--- src/rtl/rate_divider.sv ---
`default_nettype none
// +----------------------------------------------------------------------------+
// | Module      : rate_divider                                                  |
// | Description : Square-wave / tick generator, f_out = BASE_HZ * 2^mode.       |
// |               Mode changes take effect only on half-period boundaries.      |
// |               Pause via en; one-cycle tick on every hz_out edge.            |
// |               Optional macro CLKDIV_MODE_SYNC_EN adds a 2-flop synchroniser |
// |               on mode_hz for asynchronous switch inputs.                    |
// | Revision    : 1.0 - initial release                                         |
// +----------------------------------------------------------------------------+
module rate_divider #(
   parameter int CLK_HZ    = 50_000_000,
   parameter int BASE_HZ   = 1,
   parameter int NUM_MODES = 5,
   parameter int MODE_W    = 3
) (
   input  logic              clk,
   input  logic              rst,
   input  logic              en,
   input  logic [MODE_W-1:0] mode_hz,
   output logic              hz_out,
   output logic              tick,
   output logic [MODE_W-1:0] mode_active
);

   // Half-period length in clock cycles for mode m, never below one cycle.
   function automatic int half_of(input int m);
      int div;
      div = CLK_HZ / (2 * BASE_HZ * (1 << m));
      return (div < 1) ? 1 : div;
   endfunction

   localparam int                c_HALF0    = half_of(0);
   localparam int                c_CNT_W    = $clog2(c_HALF0 + 1);
   localparam logic [MODE_W-1:0] c_MODE_MAX = MODE_W'(NUM_MODES - 1);

   logic [c_CNT_W-1:0] cnt_q, cnt_d;
   logic               hz_q, hz_d;
   logic               tick_q, tick_d;
   logic [MODE_W-1:0]  mode_q, mode_d;

   logic [MODE_W-1:0]  w_mode_src;
   logic [MODE_W-1:0]  w_mode_req;
   logic [c_CNT_W-1:0] w_half_m1;
   logic               w_at_end;
   logic [c_CNT_W-1:0] w_half_m1_tbl [NUM_MODES];

   // Terminal count (HALF-1) for each mode, fixed at elaboration.
   generate
      for (genvar g = 0; g < NUM_MODES; g++) begin : g_half
         assign w_half_m1_tbl[g] = c_CNT_W'(half_of(g) - 1);
      end
   endgenerate

`ifdef CLKDIV_MODE_SYNC_EN
   logic [MODE_W-1:0] sync1_q, sync2_q;

   // Two-stage synchroniser for an asynchronous mode switch bank.
   always_ff @(posedge clk) begin
      if (rst) begin
         sync1_q <= '0;
         sync2_q <= '0;
      end else begin
         sync1_q <= mode_hz;
         sync2_q <= sync1_q;
      end
   end

   assign w_mode_src = sync2_q;
`else
   assign w_mode_src = mode_hz;
`endif

   // Out-of-range requests clamp to the fastest valid mode.
   assign w_mode_req = (w_mode_src > c_MODE_MAX) ? c_MODE_MAX : w_mode_src;

   // Select terminal count of the mode currently applied.
   always_comb begin
      w_half_m1 = '0;
      for (int i = 0; i < NUM_MODES; i++) begin
         if (mode_q == MODE_W'(i)) begin
            w_half_m1 = w_half_m1_tbl[i];
         end
      end
   end

   assign w_at_end = (cnt_q == w_half_m1);

   // Next state: count, toggle at half-period end, mode latched only at boundaries.
   always_comb begin
      cnt_d  = cnt_q;
      hz_d   = hz_q;
      tick_d = 1'b0;
      mode_d = mode_q;
      if (en) begin
         if (w_at_end) begin
            cnt_d  = '0;
            hz_d   = ~hz_q;
            tick_d = 1'b1;
            mode_d = w_mode_req;
         end else begin
            cnt_d  = cnt_q + c_CNT_W'(1);
         end
      end else if (cnt_q == '0) begin
         // Paused at a boundary: a new selection can be applied immediately.
         mode_d = w_mode_req;
      end
   end

   // State registers with synchronous reset.
   always_ff @(posedge clk) begin
      if (rst) begin
         cnt_q  <= '0;
         hz_q   <= 1'b0;
         tick_q <= 1'b0;
         mode_q <= '0;
      end else begin
         cnt_q  <= cnt_d;
         hz_q   <= hz_d;
         tick_q <= tick_d;
         mode_q <= mode_d;
      end
   end

   assign hz_out      = hz_q;
   assign tick        = tick_q;
   assign mode_active = mode_q;

endmodule
`default_nettype wire

--- config.mk ---
export PLATFORM = sky130hd
export DESIGN_NAME = rate_divider
export DESIGN_NICKNAME = d
export VERILOG_FILES = /design/src/rtl/rate_divider.sv
export SDC_FILE = /design/constraint.sdc
export NUM_CORES = 1
export LEC_CHECK = 0
export CORE_MARGIN = 5
export CORE_UTILIZATION = 61
export CTS_BUF_LIST = sky130_fd_sc_hd__clkbuf_2
export DETAILED_ROUTE_END_ITERATION = 7
export GPL_ROUTABILITY_DRIVEN = 0
export PLACE_DENSITY_LB_ADDON = 0.2
export SKIP_CTS_REPAIR_TIMING = 1
export SLEW_MARGIN = 20
export SYNTH_ARGS = -nofsm -noshare
export SYNTH_HDL_FRONTEND = slang
export SYNTH_SLANG_ARGS = --single-unit
--- constraint.sdc ---
create_clock -name clk -period 2.96 [get_ports clk]
set_input_delay 0.592 -clock clk [delete_from_list [all_inputs] [get_ports clk]]
set_output_delay 0.592 -clock clk [all_outputs]
set_load 0.03 [all_outputs]
==> metrics.txt <==
status finished, final reports clean; Synth Instances 243; Initial Util 0.6310; CP cell instances o21ai_1 > or4_1 > o311a_1 > or3_1 > o41ai_4 > buf_4 > nor2_1; worst-case clock buffer depth 2; area grow syn2layout 7.138%; Slew headroom 0.6506; I/O Buffers 10; Worst Tran Pin Value 0.5176 ns; CTS buffer count 5; Die Ht 65.97 um; initial antenna violation count 0; CTS Sinks 30; Fin. Hold Viols 0; CP endpoint kind flip-flop; Avg Vias per Cell 5.873; clk slew on worst S/H paths 0.15 ns; Max FO, Critical Path 24; Placeable Area 3028 um2; DRT iter0 DRCs 178; slowest CP cell dfxtp_1; Worst Clk Skew 0.02377 ns; Pwr Density 349.3 nW/um2; die width 65.97 um; total of max-cap violations 0; unrepaired setup endpoints after global routing false; HP Class reg -> reg; drc violations 0; largest net degree at the start of global routing 25; Mapped Area 1911 um2; CTS tree yes; Non-Filler Instances 291; synth warn 0; GRT Residual Overflow 0; Die Area 4351 um2; share of the synthesized area in the top cell type 0.3143; CP Data Required Time 3.22 ns; remaining antenna violation count 0; Async S/R FF share, synth 0; post-synth cell types 51; Diodes inserted 0; Final Max Tran Viols 0; Root Driver clkbuf_2; Hold Startpoint hz_out; Pwr Total 714.9 uW; flops & latches, synth 30; Syn Nets 251; Worst Path Arrival 2.86 ns; top cells by area, synth dfxtp_1 31%, nor2_1 7.7%, xnor2_1 6.0%; Reg-to-Reg Start mode_active[2]; row count 20; VDD IR max 263.5 uV; Static Leak 0.0006972 uW; vias in the first global route 1,589; depth of the CTS H-tree 2; Post-synth EDFFs 0; nets 254; fin crit period 2.601 ns; Clk Latency, worst-skew pair 0.38 ns; wire per inst 13.95 um; drt first pass iters 4; dpl cells 283; setup tns final 0 ns; fin util 0.6760; most common cell in the synthesized netlist nor2_1; Final setup viols 0; Syn Area/Cell 7.862 um2; area leader, netlist dfxtp_1; via count 1,709; post-DP HPWL 2.976 mm; layout cell share with drive strength beyond 1 0.05263; IO Pins 11; sequential area share after synthesis 0.3143; first-pass GRT wire length 7.245 mm; drt total wl 4.058 mm; Synth top cells by count 39 x nor2_1, 30 x dfxtp_1, 15 x nand2_1; fill cell count 255; Max Freq 0.3845 GHz; startpoint types flip-flop; crit path kind reg -> reg; crit share post-route 0.8786; CP max stage delay 0.66 ns; Crit. Startpoint mode_active[2]; ys flop type dfxtp_1; Tot GR Track Use 0.2158
[cells in the final DEF (no fill, tap or decap), types with 2 or more instances in the layout]
master and count:
ha_1 2, xnor2_1 13, or3_1 2, a31oi_1 2, inv_1 9, nand2_1 15, nor2b_1 5, o211ai_1 2
clkinv_1 3, nor3b_1 3, xor2_1 11, clkdlybuf4s50_1 10, and2_1 2, a21oi_1 3, dfxtp_1 30, a211oi_1 3
and3b_1 2, o41ai_1 2, and4_1 3, o21ai_0 7, nor2_1 39, nor4_1 6, nor4b_1 4, and3_1 2
nand3b_1 2, o311ai_0 3, mux2i_1 4, nor3_1 8, nand3_1 9, clkbuf_2 5, nand4_1 12, buf_4 6
nand2b_1 2
[worst max-delay path: cells and delay by family (launching register included)]
kind | cells | cell delay (ns)
flip-flops | 1 | 0.66
AND/OR/NAND/NOR | 3 | 0.91
buffers and inverters | 1 | 0.31
AO/OA/AOI/OAI | 3 | 0.60
[state kept, by name, summed over array words and instances, names as in the netlist]
| signal | flops |
|---|---|
| tick | 1 |
| hz_out | 1 |
| cnt_q | 25 |
| mode_active | 3 |
[metrics by stage]
| stage | hold WS, ns | cell area [um2] | setup slack [ns] |
|---|---|---|---|
| 2_1_floorplan | 0.4814 | 1911 | 0.5049 |
| 3_3_place_gp | 0.4891 | 2011 | 0.4248 |
| 3_5_place_dp | 0.4831 | 2011 | 0.3979 |
| 4_1_cts | 0.5027 | 2047 | 0.3750 |
| 5_1_grt | 0.5450 | 2047 | 0.1234 |
| 6_report | 0.4983 | 2047 | 0.3593 |
[cell families (layout without fill, tap and decap cells)]
logic type / Yosys count / after routing / synth area share
fa+ha+maj: 2 / 2 / 0.01310
mux: 4 / 4 / 0.02096
simple gates: 122 / 122 / 0.3418
compound gates: 32 / 32 / 0.1297
xor+xnor: 24 / 24 / 0.1100
buf+inv: 29 / 33 / 0.07007
flops: 30 / 30 / 0.3143
[path summary, 6_finish.rpt]
path	to	slack, ns	cells after the start
setup / recovery	cnt_q[13]	0.36	7
hold / removal	hz_out	0.50	2
setup reg to reg	cnt_q[13]	0.36	7
hold reg to reg	hz_out	0.50	2
[power by group]
part           leakage [uW]  internal (uW)  switching, uW  total (uW)
clock network     0.0000255           50.3            141         191
logic              0.000429           47.6           55.2         103
registers          0.000242            409           11.8         421
total              0.000697            507            208         715
[area by class of cell]
type,instances,area (um2),share of cell area
Inverter,9,33.78,0.01650
Sequential cell,30,600.6,0.2934
Multi-Input combinational cell,184,1176,0.5746
Tap cell,44,55.05,0.02689
Clock inverter,3,11.26,0.005501
Timing Repair Buffer,16,145.1,0.07090
Clock buffer,5,25.02,0.01222
[routing by layer]
metal / vias up / GRT usage / part of all wire
met2: 51 / 0.3279 / 0.44
li1: 870 / - / -
met3: 15 / 0.05782 / 0.057
met1: 773 / 0.2775 / 0.47
met4: 0 / 0.1142 / 0.028
met5: - / 0 / 0
No activity file was read; power rests on OpenSTA's default activity.
